**src/rtl/decoder_onehot_stream.sv**
```systemverilog
// Address-to-one-hot decoder behind a 2-entry skid FIFO; the optional ZERO_LINE_MASK_EN build masks line 0.
// Latency: one cycle from an accepted address to a valid decoded beat on Out, with full throughput and no bubbles.
// Backpressure: in_ready drops only when both entries are full, and it depends on state alone, never on out_ready.
module decoder_onehot_stream #(
    parameter int OUTPUTS = 32,
    parameter int ADDR    = 5,
    parameter int ERR_W   = 8
) (
    input  logic               clk,
    input  logic               reset,
    input  logic               in_valid,
    output logic               in_ready,
    input  logic [ADDR-1:0]    Addr,
    output logic               out_valid,
    input  logic               out_ready,
    output logic [OUTPUTS-1:0] Out,
    output logic               out_err,
    output logic [ERR_W-1:0]   err_cnt
);

    typedef enum logic [1:0] {EMPTY, ONE, TWO} state_t;

    // One extra bit so that OUTPUTS == 2**ADDR is still representable.
    localparam logic [ADDR:0] LIMIT = (ADDR+1)'(OUTPUTS);

    state_t             state, state_nxt;
    logic [OUTPUTS-1:0] head_vec, tail_vec, dec_vec;
    logic               head_err, tail_err, dec_err;
    logic               push, pop;
    logic               head_from_in, head_from_tail, tail_from_in;

    assign in_ready  = (state != TWO);
    assign out_valid = (state != EMPTY);
    assign push      = in_valid & in_ready;
    assign pop       = out_valid & out_ready;
    assign Out       = out_valid ? head_vec : '0;
    assign out_err   = out_valid & head_err;

    always_comb begin
        dec_vec = '0;
        dec_err = 1'b0;
        if ({1'b0, Addr} < LIMIT) begin
            for (int i = 0; i < OUTPUTS; i++) begin
                dec_vec[i] = (Addr == ADDR'(i));
            end
`ifdef ZERO_LINE_MASK_EN
            if (Addr == '0) begin
                dec_vec = '0;
            end
`endif
        end else begin
            dec_err = 1'b1;
        end
    end

    always_comb begin
        state_nxt      = state;
        head_from_in   = 1'b0;
        head_from_tail = 1'b0;
        tail_from_in   = 1'b0;
        case (state)
            EMPTY: begin
                if (push) begin
                    state_nxt    = ONE;
                    head_from_in = 1'b1;
                end
            end
            ONE: begin
                if (push && !pop) begin
                    state_nxt    = TWO;
                    tail_from_in = 1'b1;
                end else if (pop && !push) begin
                    state_nxt = EMPTY;
                end else if (push && pop) begin
                    head_from_in = 1'b1;
                end
            end
            TWO: begin
                if (pop) begin
                    state_nxt      = ONE;
                    head_from_tail = 1'b1;
                end
            end
            default: state_nxt = EMPTY;
        endcase
    end

    always_ff @(posedge clk or posedge reset) begin
        if (reset) begin
            state    <= EMPTY;
            head_vec <= '0;
            head_err <= 1'b0;
            tail_vec <= '0;
            tail_err <= 1'b0;
        end else begin
            state <= state_nxt;
            if (head_from_in) begin
                head_vec <= dec_vec;
                head_err <= dec_err;
            end else if (head_from_tail) begin
                head_vec <= tail_vec;
                head_err <= tail_err;
            end
            if (tail_from_in) begin
                tail_vec <= dec_vec;
                tail_err <= dec_err;
            end
        end
    end

    // Counts at acceptance, so a beat still waiting in the FIFO is already counted.
    always_ff @(posedge clk or posedge reset) begin
        if (reset) begin
            err_cnt <= '0;
        end else if (push && dec_err && (err_cnt != '1)) begin
            err_cnt <= err_cnt + 1'b1;
        end
    end

endmodule

```
**config.mk**
```make
export PLATFORM = sky130hd
export DESIGN_NAME = decoder_onehot_stream
export DESIGN_NICKNAME = d
export VERILOG_FILES = /design/src/rtl/decoder_onehot_stream.sv
export SDC_FILE = /design/constraint.sdc
export NUM_CORES = 1
export LEC_CHECK = 0
export CAP_MARGIN = 10
export CORE_ASPECT_RATIO = 0.8
export CORE_MARGIN = 3
export CORE_UTILIZATION = 35
export DETAILED_ROUTE_END_ITERATION = 12
export PLACE_DENSITY_LB_ADDON = 0.3
export SLEW_MARGIN = 20
export SYNTH_ARGS = -nofsm -noshare
export SYNTH_HDL_FRONTEND = slang
export SYNTH_SLANG_ARGS = --single-unit
```
**constraint.sdc**
```tcl
create_clock -name clk -period 2.7 [get_ports clk]
set_clock_uncertainty 0.2 [all_clocks]
set_input_delay 0.54 -clock clk [delete_from_list [all_inputs] [get_ports clk]]
set_output_delay 0.54 -clock clk [all_outputs]
set_load 0.01 [all_outputs]
```
# Word-level counts from Yosys, hierarchy flattened
# Cells that the tools add are included.
[op_classes]
eq_ne = 37
muxes = 19
n_bitwise = 3
n_reduce_logical = 10
[op_table]
columns = ["operator", "n"]
rows = [
  ["2-to-1 mux 32 bit", 3],
  ["equality test 5 bit (second input constant)", 16],
  ["equality test 5 x 4 -> 1 bit (second input constant)", 8],
  ["equality test 5 x 3 -> 1 bit (second input constant)", 4],
  ["equality test 5 x 2 -> 1 bit (second input constant)", 2],
  ["2-to-1 mux 1 bit", 10],
  ["2-to-1 mux 2 bit", 4],
  ["!= test 2 bit (second input constant)", 3],
  ["one-hot mux 2 bit (3 select lines)", 1],
  ["equality test 5 x 1 -> 1 bit (second input constant)", 1],
  ["zero test 5 bit", 1],
  ["nonzero test 2 bit", 2],
  ["AND 1 bit", 3],
  ["logical AND 1 bit", 3],
  ["!= test 3 bit (second input constant)", 1],
  ["AND reduction 3 bit", 1],
  ["equality test 2 x 1 -> 1 bit (second input constant)", 1],
  ["equality test 2 bit (second input constant)", 1],
  ["zero test 1 bit", 2],
  ["zero test 2 bit", 1],
  ["one-hot mux 1 bit (2 select lines)", 1],
]
[word_totals]
register_bits = 67
in_bits = 9

# Logic depth before layout (Yosys ltp)
# Gate-level depths: netlist of the first run.
[depth]
depth_word = 8
depth_mapped = 10
depth_no_buf = 6

# Least setup slack after synthesis of the first run
# OpenSTA, ideal clock, no wires.
[synth_path]
path_type = "reg2reg"
startpoint = "register state[0]"
endpoint = "register tail_vec[10]"
setup_time_ps = 83
t_arrival_ps = 2014
setup_slack_ps = 403
path_stages_with_launch = 11
n_path_buf = 4
period_less_slack_ps = 2297
cell_sequence = "dfrtp_1 -> buf_2 -> or2_2 -> clkbuf_1 -> clkbuf_1 -> nand2_1 -> ha_1 -> and3b_1 -> clkbuf_1 -> nand2_1 -> o21ai_0"
[synth_between]
elab_chain_cells = 6
elab_cells_between_ends = 9
classes_between = "eq/ne: 2; mux: 2; bitwise: 2; reduce/logical: 3"
[synth_rtl]
columns = ["item", "line", "source"]
rows = [
  ["start, declared", "26", "state_t state, state_nxt;"],
  ["start signal, assigned", "96", "state <= state_nxt;"],
  ["nonzero test 2 bit", "33", "assign out_valid = (state != EMPTY);"],
  ["via out_valid", "14", "output logic out_valid,"],
  ["AND 1 bit", "35", "assign pop = out_valid & out_ready;"],
  ["zero test 1 bit", "69", "if (push && !pop) begin"],
  ["logical AND 1 bit", "69", ""],
  ["2-to-1 mux 1 bit", "69", ""],
  ["2-to-1 mux 1 bit", "61", "case (state)"],
  ["end signal, assigned", "105", "tail_vec <= dec_vec;"],
  ["end, declared", "27", "logic [OUTPUTS-1:0] head_vec, tail_vec, dec_vec;"],
]
# The timed path passes the listed nets, and every way through them passes these cells.
# A chain may end at the register's enable or synchronous reset.

# Worst setup path in the final report of the first run
[layout_path]
startpoint = "register state[1]"
endpoint = "output port Out[23]"
[layout_between]
elab_chain_cells = 2
[layout_rtl]
columns = ["item", "line", "source"]
rows = [
  ["nonzero test 2 bit", "33", ""],
  ["2-to-1 mux 32 bit", "36", "assign Out = out_valid ? head_vec : '0;"],
  ["end, declared", "16", "output logic [OUTPUTS-1:0] Out,"],
]
# No other way between the ends.

==> impl_metrics.yaml, run 1 <==
sta:
  fmax_mhz: 384.9
  hold_viol_final: 0
  fin_crit_sh: 0.9623
  fin_crit_ps: 2598
  worst_pin_slew_ps: 632.2
  maxSlewHeadroom: 0.5767
  setup_viol: 0
  holdWs_ps: 256.6
  final.setup.tns_ps: 0
  final_critical_path_setup_slack_ps: 101.7
  finalMaxSlewViolations: 0
  grt_setup_unrepaired: "no"
critical_path:
  path_max_fanout: 17
  crit_type: "flop to output port"
  endpoint_kind: "output port"
  critPathLaunchType: "flop"
  crit_arrival_ps: 1860
  cp.required_ps: 1960
power:
  power_mw: 3.154
  power_density_mw_per_mm2: 758.7
  leakage_nw: 1.918
  ir_drop_uv: 537.7
finish:
  syn_to_final_growth_pct: 28.80
  n_fill_cell: 843
  layout.nets: 381
  final-seq-area_mm2: 0.001653
  num_antenna_cells: 0
  layout-drive-gt1-share: 0.1333
  final_util: 0.4774
  fin_area_mm2: 0.004158
  multi_input_area_mm2: 0.001421
  fin_cells: 487
clock_network:
  post_cts_buffers: 0
  cts.path.max_buffers: 2
  h-tree-depth: 3
  numCtsBuffers: 9
  cts_tree: "done"
  clock_latency_ps: 320
  numClockSinks: 66
  path_clk_slew_ps: 50
  root_buffer: "clkbuf_16"
synthesis:
  synth-seq-area-share: 0.5116
  yosys.area.top_type_share: 0.5116
  yosysWarnings: 0
  synthArstFlopShare: 1.000
  syn_area_mm2: 0.003228
  synthTopCellsByArea: "dfrtp_1 (51%), and2_1 (13%), a221o_1 (9.9%), nand2_1 (6.3%), o21ai_0 (3.6%)"
  yosysMostFrequentCell: "dfrtp_1"
  synth-seq-cells: 66
  syn_inst: 318
  ys.flop_type: "dfrtp_1"
  synth_edf_count: 0
  yosysTopAreaCell: "dfrtp_1"
  yosys-top-cells-count: "dfrtp_1 (66), and2_1 (65), nand2_1 (54)"
  synth.avg_cell_area_um2: 10.15
  synth_cell_types: 31
route:
  first_pass_iters: 4
  drcViolationCount: 0
  vias_per_cell: 5.057
  avgRoutedWirePerCell_um: 16.00
  wl_mm: 7.792
  ant_nets: 0
  dr.first_iter.drc_count: 155
  via_count: 2463
floorplan:
  initial_core_util: 0.3707
  die_y_um: 91.90
  die_w_um: 113.4
  std_cell_rows: 30
  die_area_mm2: 0.01042
  fp.coreArea_mm2: 0.008708
  io_pins: 52
job:
  cap_violations: 0
global_routing:
  gr-total-overflow: 0
  grt_usage: 0.1529
  grt_max_degree: 35
  antenna_found_initial: 0
  grt_pass1_vias: 2438
  grt_pass1_wl_mm: 12.56
placed_design:
  place_ws_ps: 217.4
  placed_cell_area_mm2: 0.003827
  io_buffers: 42
  dpl.hpwl_mm: 5.085
  placedCellCount: 471
  gp_congestion: 0.8108
min_path:
  hp-class: "flop to flop"
outcome:
  outcome: "complete, no violations"
per-layer routing:
metal  wire length [um]  up-vias  global-route usage
li1                   -     1204                   -
met1               3671     1178              0.2170
met2               3486       77              0.2342
met3                592        4             0.04222
met4                 41        0             0.03203
met5                  0        -                   0
layout make-up:
cell class | instances | area share
clock buffers | 10 | 0.05748
clock inverters | 5 | 0.01896
inverters | 2 | 0.001806
multi-input cells | 227 | 0.3419
flip-flops and latches | 66 | 0.3975
well taps | 112 | 0.03370
repair buffers | 65 | 0.1487
worst max-delay path: stages, from the launching register on:
cell,delay (ps)
dfrtp_1,480
or2_4,380
and2_1,200
clkdlybuf4s50_1,480
final timing paths:
| path | to | cells after the start | slack (ps) | start |
|---|---|---|---|---|
| setup reg to reg | tail_vec[0] | 7 | 460 | state[1] |
| min in group asynchronous | head_vec[9] | 2 | 410 | reset |
| hold / removal | tail_vec[16] | 2 | 260 | tail_vec[16] |
| hold reg to reg | tail_vec[16] | 2 | 260 | tail_vec[16] |
| setup / recovery | Out[23] | 3 | 100 | state[1] |
| max in group asynchronous | head_vec[13] | 3 | 1320 | reset |
cell usage in the layout (no fill, tap or decap), types with 3 or more instances in the layout:
cell type,instances
a221o_1,32
and2_1,65
and3b_1,4
and4bb_2,3
buf_4,21
clkbuf_16,9
clkdlybuf4s50_1,42
conb_1,9
dfrtp_1,65
nand2_1,54
nand2b_1,4
nand3_1,8
nor3_1,3
nor4b_1,3
o21ai_0,23
sequential cells by signal, indices dropped and copies added (netlist names):
signal / flops
head_vec: 32
state: 2
tail_vec: 32
power breakdown:
part / switching [mW] / internal (mW)
registers: 0.0829 / 1.10
clock network: 0.408 / 0.826
logic: 0.461 / 0.273
total: 0.952 / 2.20
cell families after synthesis:
| kind of cell | share of synthesized area |
|---|---|
| and+or+nand+nor | 0.2740 |
| DFF | 0.5116 |
| AOI/OAI and AO/OA | 0.1454 |
| buffers and inverters | 0.06085 |
| muxes | 0.003101 |
| adders and majority gates | 0.003875 |
| other | 0.001162 |
repair_timing:
| item | CTS | global route |
|---|---|---|
| pin swaps | 0 | 1 |
| endpoints found under the setup margin | 33 | 32 |
| cloned | 0 | 1 |
| endpoints found under the hold margin | 0 | 0 |
| resized for setup | 1 | 2 |
| hold buffers | 0 | 0 |
Note: power is estimated with default switching activity, not from simulation.
==> run 2, diff against run 1 <==
- CORE_ASPECT_RATIO: 0.8 -> not set
==> run 2 against run 1 <==
Effect of this change: critical path depth unchanged; die area about the same; combinational power increased by 4.5%; non-clock buffer count decreased by 1; sequential power about the same; wire length increased by 0.35%.
==> impl_metrics.yaml, run 2 (synthesis gave the netlist of run 1 again) <==
outcome:
  outcome: "complete, no violations"
job:
  cap_violations: 0
clock_network:
  post_cts_buffers: 0
  h-tree-depth: 3
  cts_hold_buf: 0
  clock_latency_ps: 340
  cts.path.max_buffers: 2
  numClockSinks: 66
  numCtsBuffers: 9
  path_clk_slew_ps: 80
  root_buffer: "clkbuf_8"
  cts_tree: "done"
placed_design:
  placedCellCount: 466
  dpl.hpwl_mm: 4.841
  placed_cell_area_mm2: 0.003815
  io_buffers: 42
  gp_congestion: 0.7720
finish:
  final-seq-area_mm2: 0.001654
  top_regs: "head_vec x32, tail_vec x32, state x2"
  final_common_cell: "and2_1"
  n_fill_cell: 856
  num_antenna_cells: 0
  multi_input_area_mm2: 0.001430
  fin_cells: 484
  layout-drive-gt1-share: 0.1356
  fin_area_mm2: 0.004009
  final_cell_mix: "and2_1 (65), dfrtp_1 (64), nand2_1 (54), clkdlybuf4s50_1 (42), a221o_1 (32)"
  syn_to_final_growth_pct: 24.19
  layout.nets: 381
power:
  leakage_nw: 1.843
  power_mw: 2.699
  power_density_mw_per_mm2: 673.3
  ir_drop_uv: 291.8
sta:
  fmax_mhz: 384.1
  fin_crit_sh: 0.9643
  grt_setup_unrepaired: "no"
  hold_viol_final: 0
  finalMaxSlewViolations: 0
  setup_viol: 0
  final.setup.tns_ps: 0
  fin_crit_ps: 2604
global_routing:
  grt_max_degree: 67
  grt_pass1_wl_mm: 12.46
  antenna_found_initial: 0
  grt_pass1_vias: 2400
  gr-total-overflow: 0
  grt_usage: 0.1563
floorplan:
  io_pins: 52
  die_w_um: 102.0
  die_y_um: 102.0
  die_area_mm2: 0.01041
  fp.coreArea_mm2: 0.008848
  initial_core_util: 0.3648
  std_cell_rows: 34
route:
  avgRoutedWirePerCell_um: 16.15
  drcViolationCount: 0
  dr.first_iter.drc_count: 131
  wl_mm: 7.819
  vias_per_cell: 5.211
  ant_nets: 0
  first_pass_iters: 4
  via_count: 2522
min_path:
  hp-start: "tail_vec[22]"
  hp-class: "flop to flop"
  hold_depth: 2
  hold_end: "tail_vec[22]"
critical_path:
  r2r_cells: 7
  endpoint_kind: "output port"
  timing.rr.end: "tail_vec[7]"
  critPathLaunchType: "flop"
  cp.required_ps: 1960
  worstReg2RegStart: "state[0]"
  path_cells: "or2_4 > and2_1 > clkdlybuf4s50_1"
  slowest_delay_ps: 490
  crit_type: "flop to output port"
  crit_arrival_ps: 1860
  path_max_fanout: 17
  slowest_stage: "dfrtp_2"
  r2r_slack_ps: 500
## run 2: cell types whose count changed in the layout (fill, tap and decap cells not counted), moves of 2 or more
| cell | before | now |
|---|---|---|
| bufinv_16 | 2 | 0 |
| clkbuf_16 | 9 | 0 |
| clkbuf_8 | 1 | 10 |
| clkinvlp_4 | 0 | 2 |
## run 2: worst max path at each step
| stage | from | to | cells past startpoint |
|---|---|---|---|
| after detailed placement | state[0] | Out[26] | 3 |
| after global routing | state[0] | Out[26] | 3 |
| after floorplan | reset | head_vec[0] | 1 |
| after CTS | state[0] | Out[0] | 3 |
| after global placement | state[0] | Out[23] | 3 |
| final | state[0] | Out[26] | 3 |
## run 2: repair_timing
item,4_1_cts,5_1_grt
gates cloned,0,2
pin swaps,1,1
hold endpoints to repair,0,0
endpoints found under the setup margin,33,32
gates resized for setup,1,4
## run 2: cell type report
cell class | instances | share of cell area
clock buffers | 11 | 0.03527
clock inverters | 5 | 0.007491
inverters | 2 | 0.001873
multi-input cells | 228 | 0.3567
flip-flops and latches | 66 | 0.4126
well taps | 108 | 0.03371
repair buffers | 64 | 0.1523
## run 2: critical path, delay by kind of cell (launching register included)
| kind | cells | cell delay [ps] |
|---|---|---|
| buf+inv | 1 | 480 |
| flops | 1 | 490 |
| simple gates | 2 | 560 |
## run 2: report_power, final
group | internal (mW) | leakage [nW] | switching (mW)
clock | 0.353 | 0.0851 | 0.389
sequential | 1.10 | 0.910 | 0.0867
combinational | 0.294 | 0.848 | 0.473
## run 2: layer usage
| metal | vias up | share of wire | GRT usage |
|---|---|---|---|
| met2 | 79 | 0.44 | 0.2394 |
| met4 | 0 | 0.017 | 0.06155 |
| met5 | - | 0 | 0 |
| li1 | 1203 | - | - |
| met1 | 1229 | 0.48 | 0.2149 |
| met3 | 11 | 0.058 | 0.03686 |
## run 2: per-stage QoR
step	hold WS, ps	setup slack (ps)	util
finish	258.0	96.44	0.4531
global placement	240.6	262.0	0.4311
global route	282.5	31.10	0.4531
detailed placement	247.7	223.4	0.4311
CTS	265.1	5.282	0.4508
floorplan	230.4	305.2	-
